<file path="config.mk">
export PLATFORM = sky130hd
export DESIGN_NAME = mem_stage_lsu
export DESIGN_NICKNAME = d
export VERILOG_FILES = /design/src/rtl/lsu_pkg.sv /design/src/rtl/lsu_load_align.sv /design/src/rtl/mem_stage_lsu.sv
export SDC_FILE = /design/constraint.sdc
export NUM_CORES = 1
export LEC_CHECK = 0
export CORE_UTILIZATION = 33
export CTS_BUF_LIST = sky130_fd_sc_hd__clkbuf_16
export CTS_CLUSTER_DIAMETER = 100
export DETAILED_ROUTE_END_ITERATION = 16
export GPL_ROUTABILITY_DRIVEN = 0
export GPL_TIMING_DRIVEN = 0
export HOLD_SLACK_MARGIN = 0.08
export PLACE_DENSITY = 0.81
export SKIP_CTS_REPAIR_TIMING = 1
export SLEW_MARGIN = 20
export SYNTH_ARGS = -nofsm -noshare
export SYNTH_HDL_FRONTEND = slang
export SYNTH_SLANG_ARGS = --single-unit
</file>
<file path="constraint.sdc">
create_clock -name clk -period 3.2 [get_ports clk]
set_clock_uncertainty 0.2 [all_clocks]
set_input_delay 0.96 -clock clk [delete_from_list [all_inputs] [get_ports clk]]
set_output_delay 0.96 -clock clk [all_outputs]
set_load 0.02 [all_outputs]
</file>
<file path="src/rtl/lsu_pkg.sv">
// Shared types and helpers for the MEM-stage load/store unit.
// Misaligned-access trapping in mem_stage_lsu is enabled by MEM_MISALIGN_TRAP_EN.
package lsu_pkg;

  localparam logic [2:0] F3_B  = 3'b000;
  localparam logic [2:0] F3_H  = 3'b001;
  localparam logic [2:0] F3_W  = 3'b010;
  localparam logic [2:0] F3_BU = 3'b100;
  localparam logic [2:0] F3_HU = 3'b101;

  typedef enum logic [1:0] {
    IDLE,
    WAIT,
    DRAIN
  } lsu_state_t;

  // Halfword needs a[0]=0, word needs a[1:0]=0; funct3[1:0] encodes the size.
  function automatic logic is_misaligned(input logic [2:0] f3, input logic [1:0] a);
    logic r;
    r = 1'b0;
    case (f3[1:0])
      2'b01:   r = a[0];
      2'b10:   r = (a != 2'b00);
      default: r = 1'b0;
    endcase
    return r;
  endfunction

  function automatic logic [3:0] byte_en(input logic [2:0] f3, input logic [1:0] a);
    logic [3:0] be;
    be = 4'hF;
    case (f3[1:0])
      2'b00:   be = 4'b0001 << a;
      2'b01:   be = 4'b0011 << {a[1], 1'b0};
      default: be = 4'hF;
    endcase
    return be;
  endfunction

endpackage

</file>
<file path="src/rtl/lsu_load_align.sv">
// Load-data lane selection and sign/zero extension for the MEM stage.
module lsu_load_align
  import lsu_pkg::*;
(
  input  logic [31:0] rdata,
  input  logic [1:0]  a,
  input  logic [2:0]  funct3,
  output logic [31:0] result
);

  logic [7:0]  lane_b;
  logic [15:0] lane_h;

  always_comb begin
    lane_b = rdata[7:0];
    case (a)
      2'd0:    lane_b = rdata[7:0];
      2'd1:    lane_b = rdata[15:8];
      2'd2:    lane_b = rdata[23:16];
      default: lane_b = rdata[31:24];
    endcase
    lane_h = a[1] ? rdata[31:16] : rdata[15:0];
  end

  always_comb begin
    result = rdata;
    case (funct3)
      F3_B:    result = {{24{lane_b[7]}}, lane_b};
      F3_BU:   result = {24'h000000, lane_b};
      F3_H:    result = {{16{lane_h[15]}}, lane_h};
      F3_HU:   result = {16'h0000, lane_h};
      default: result = rdata;
    endcase
  end

endmodule

</file>
<file path="src/rtl/mem_stage_lsu.sv">
// MEM-stage load/store unit: data-memory handshake, load alignment, MEM/WB registers.
// Define MEM_MISALIGN_TRAP_EN to suppress misaligned accesses and flag them on misalign_o.
module mem_stage_lsu
  import lsu_pkg::*;
#(
  parameter int unsigned AW = 32
) (
  input  logic          clk,
  input  logic          rst,
  input  logic          flush_i,
  input  logic          mem_r_i,
  input  logic          mem_w_i,
  input  logic [2:0]    funct3_i,
  input  logic [AW-1:0] addr_i,
  input  logic [31:0]   wdata_i,
  input  logic [31:0]   alu_i,
  input  logic [4:0]    rd_i,
  input  logic          reg_w_i,
  output logic          dm_req_o,
  output logic          dm_we_o,
  output logic [AW-1:0] dm_addr_o,
  output logic [3:0]    dm_be_o,
  output logic [31:0]   dm_wdata_o,
  input  logic          dm_gnt_i,
  input  logic          dm_rvalid_i,
  input  logic [31:0]   dm_rdata_i,
  output logic          stall_o,
  output logic          wb_reg_w_o,
  output logic [4:0]    wb_rd_o,
  output logic [31:0]   wb_data_o,
  output logic          misalign_o
);

  lsu_state_t  state, state_nxt;
  logic        acc, mis, acc_ok, is_load;
  logic [31:0] ld_data;

  assign acc     = (mem_r_i | mem_w_i) & ~flush_i;
  assign is_load = mem_r_i & ~mem_w_i;

`ifdef MEM_MISALIGN_TRAP_EN
  assign mis = acc & is_misaligned(funct3_i, addr_i[1:0]);
`else
  assign mis = 1'b0;
`endif

  assign acc_ok = acc & ~mis;

  always_ff @(posedge clk or posedge rst) begin
    if (rst) state <= IDLE;
    else     state <= state_nxt;
  end

  // rvalid is ignored in IDLE, so a response arriving after reset is dropped.
  always_comb begin
    state_nxt = state;
    case (state)
      IDLE:    if (acc_ok && is_load && dm_gnt_i) state_nxt = WAIT;
      WAIT: begin
        if (dm_rvalid_i)  state_nxt = IDLE;
        else if (flush_i) state_nxt = DRAIN;
      end
      DRAIN:   if (dm_rvalid_i) state_nxt = IDLE;
      default: state_nxt = IDLE;
    endcase
  end

  always_comb begin
    dm_req_o = 1'b0;
    stall_o  = 1'b0;
    case (state)
      IDLE: begin
        dm_req_o = acc_ok;
        stall_o  = acc_ok & (is_load | ~dm_gnt_i);
      end
      WAIT:    stall_o = ~dm_rvalid_i & ~flush_i;
      DRAIN:   stall_o = acc_ok;
      default: stall_o = 1'b0;
    endcase
  end

  assign dm_we_o   = mem_w_i;
  assign dm_addr_o = {addr_i[AW-1:2], 2'b00};
  assign dm_be_o   = byte_en(funct3_i, addr_i[1:0]);

  always_comb begin
    dm_wdata_o = wdata_i;
    case (funct3_i[1:0])
      2'b00:   dm_wdata_o = {4{wdata_i[7:0]}};
      2'b01:   dm_wdata_o = {2{wdata_i[15:0]}};
      default: dm_wdata_o = wdata_i;
    endcase
  end

  lsu_load_align u_align (
    .rdata  (dm_rdata_i),
    .a      (addr_i[1:0]),
    .funct3 (funct3_i),
    .result (ld_data)
  );

  always_ff @(posedge clk or posedge rst) begin
    if (rst) begin
      wb_reg_w_o <= 1'b0;
      wb_rd_o    <= '0;
      wb_data_o  <= '0;
    end else if (!stall_o) begin
      if (flush_i || mis) begin
        wb_reg_w_o <= 1'b0;
        wb_rd_o    <= '0;
        wb_data_o  <= '0;
      end else begin
        wb_reg_w_o <= reg_w_i;
        wb_rd_o    <= rd_i;
        wb_data_o  <= is_load ? ld_data : alu_i;
      end
    end
  end

`ifdef MEM_MISALIGN_TRAP_EN
  logic misalign_q;
  always_ff @(posedge clk or posedge rst) begin
    if (rst)           misalign_q <= 1'b0;
    else if (!stall_o) misalign_q <= mis;
  end
  assign misalign_o = misalign_q;
`else
  assign misalign_o = 1'b0;
`endif

endmodule

</file>
==> qor.csv <==
metric;value;unit
status;finished, violations left;
failed_checks;setup timing;
ios;254;
seq_area;1000;um2
core_area;9200;um2
io_buffers;219;
hold_ws;0.295;ns
cts_buffers;5;
grt_overflow_total;0;
fp-row-count;35;
postSynthAreaPerCell;8.80;um2
fmax;0.312;GHz
p_sw;0.000601;W
path_clk_slew;0.06;ns
synth_cell_types;44;
fin_cells;706;
routed_wl;12500;um
setup_ws;-0.00137;ns
post_dp_cell_area;5510;um2
cts_tree;yes;
yosysSeqAreaShare;0.320;
crit_path_end_kind;primary output;
leakage;2.77;nW
vias;3733;
multi_input_comb_area;1700;um2
cts_htree_levels;2;
ys.flop_type;dfrtp_1;
initial_core_util;0.340;
ys_ff_latch;40;
grt.total_usage;0.241;
synth_area;3130;um2
drive_above_1_share;0.218;
power.density;318;nW/um2
clock-sinks;40;
viasPerCell;5.29;
syn_inst;355;
drtAntennaViolNets;0;
die_x;99.3;um
drv_cap;0;
ys_warn_count;0;
critPathRequiredTime;2.04;ns
tightest_slew;0.593;ns
min_path_type;reg2reg;
root_buffer;clkbuf_16;
die_h;99.3;um
maxSlewHeadroom;0.604;
setup.worst_path.class;in2out;
place_ws;-1.42;ns
drc;0;
p_sw_frac;0.324;
slew_viol_final;0;
p_comb_frac;0.427;
power_frac_seq;0.309;
place.detailed.hpwl;9960;um
first_pass_iters;4;
internal_power;0.00126;W
grt_pass1_wl;18700;um
antennaDiodeCount;0;
grt_pass1_vias;3868;
vdd_drop_max;0.191;mV
nets;738;
clock_path_buffers;2;
fin_setup_tns;-0.00137;ns
cp-start-kind;input pin;
cp_max_fo;5;
finalCritPeriodShare;1.00;
drtIter0Drc;204;
die-area;9860;um2
synth-edff-count;0;
clk_latency;0.28;ns
antenna_found_initial;0;
async_flop_share;1.00;
drt-wirelength-per-cell;17.8;um
fillers;746;
worst_ep_arrival_time;2.04;ns
dp_cells;688;
area_growth_syn_to_layout;86.7;%
fin_crit;3.20;ns
grt_max_degree;23;
finalSetupViolCount;1;
final_area;5840;um2
rsz0062_at_grt;true;
hold_viol;0;
clkPwrFrac;0.264;
## Yosys cell counts, types with 2 or more instances
master / count / area [um2]
clkbuf_1: 13 / 48.8
inv_1: 11 / 41.3
a211oi_1: 8 / 60.1
a32oi_1: 16 / 140
buf_2: 12 / 60.1
a22o_1: 8 / 70.1
nor4_1: 2 / 12.5
and3_1: 6 / 37.5
o21ai_1: 44 / 220
or3b_1: 2 / 17.5
nor2b_1: 19 / 119
buf_6: 2 / 22.5
o32ai_1: 7 / 61.3
o21bai_1: 4 / 30.0
dfrtp_1: 40 / 1000
and3b_1: 8 / 70.1
o21ai_0: 9 / 45.0
nand2_1: 32 / 120
buf_4: 43 / 323
mux2_2: 17 / 191
mux2i_1: 17 / 170
a31oi_1: 8 / 50.1
nor2_1: 4 / 15.0
nand2b_1: 3 / 18.8
## per-stage QoR
| step | total power, W | util |
|---|---|---|
| finish | 0.00186 | 0.635 |
| global route | 0.00193 | 0.635 |
| CTS | 0.00186 | 0.615 |
| detailed placement | 0.00137 | 0.600 |
| global placement | 0.00135 | 0.597 |
| floorplan | 0.000948 | - |
## worst paths after layout
path | startpoint | end | slack, ns | depth (start not counted)
worst max-delay path | mem_w_i | stall_o | -0.001 | 5
worst min-delay path | wb_data_o[7] | wb_data_o[7] | 0.30 | 2
worst max register to register | state[1] | wb_data_o[7] | 1.01 | 7
worst min register to register | wb_data_o[7] | wb_data_o[7] | 0.30 | 2
max in group asynchronous | rst | wb_data_o[11] | 1.51 | 3
min in group asynchronous | rst | wb_data_o[27] | 0.82 | 2
## kinds of logic after synthesis
kind of cell           share of synthesized area
AOI/OAI and AO/OA                          0.249
and+or+nand+nor                            0.147
buffers and inverters                      0.160
DFF                                        0.320
muxes                                      0.123
other                                    0.00120
## critical path, stage by stage
cell and delay [ns]:
buf_8 0.10, and3b_2 0.23, o41ai_4 0.43, buf_4 0.21, buf_6 0.11
## flip-flops by register name (all words and copies together), names as in the netlist
| register | cells |
|---|---|
| state | 2 |
| wb_data_o | 32 |
| wb_rd_o | 5 |
| wb_reg_w_o | 1 |
## cell type report
type                            instances  share of cell area
Inverter                               11             0.00708
Tap cell                              111              0.0238
Clock buffer                            5              0.0214
Sequential cell                        40               0.172
Buffer                                 71              0.0883
Timing Repair Buffer                  229               0.393
Clock inverter                          3             0.00322
Multi-Input combinational cell        236               0.292
## cells in the final DEF (no fill, tap or decap), drive strengths merged, types with 4 or more instances in the layout
cell type	n
clkbuf	26
a31oi	8
a32oi	16
o32ai	7
and3	6
o21ai	53
dfrtp	40
mux2i	17
clkdlybuf4s50	173
nor2b	19
a22o	8
nor2	6
o21bai	4
a211oi	8
and3b	8
dlymetal6s2s	29
mux2	17
nand2	32
buf	77
inv	11
## power groups by stage
stage | clock [W] | sequential, W | combinational (W)
finish | 0.000491 | 0.000574 | 0.000794
global route | 0.000516 | 0.000578 | 0.000841
CTS | 0.000498 | 0.000574 | 0.000787
detailed placement | 0 | 0.000583 | 0.000783
global placement | 0 | 0.000580 | 0.000768
floorplan | 0 | 0.000632 | 0.000316
## layer usage
layer | wire, um | track usage | up-vias
li1 | - | - | 1740
met1 | 4500 | 0.263 | 1745
met2 | 6470 | 0.435 | 209
met3 | 1150 | 0.0618 | 39
met4 | 422 | 0.112 | 0
met5 | 0 | 0 | -
(Power assumes the default switching activity.)
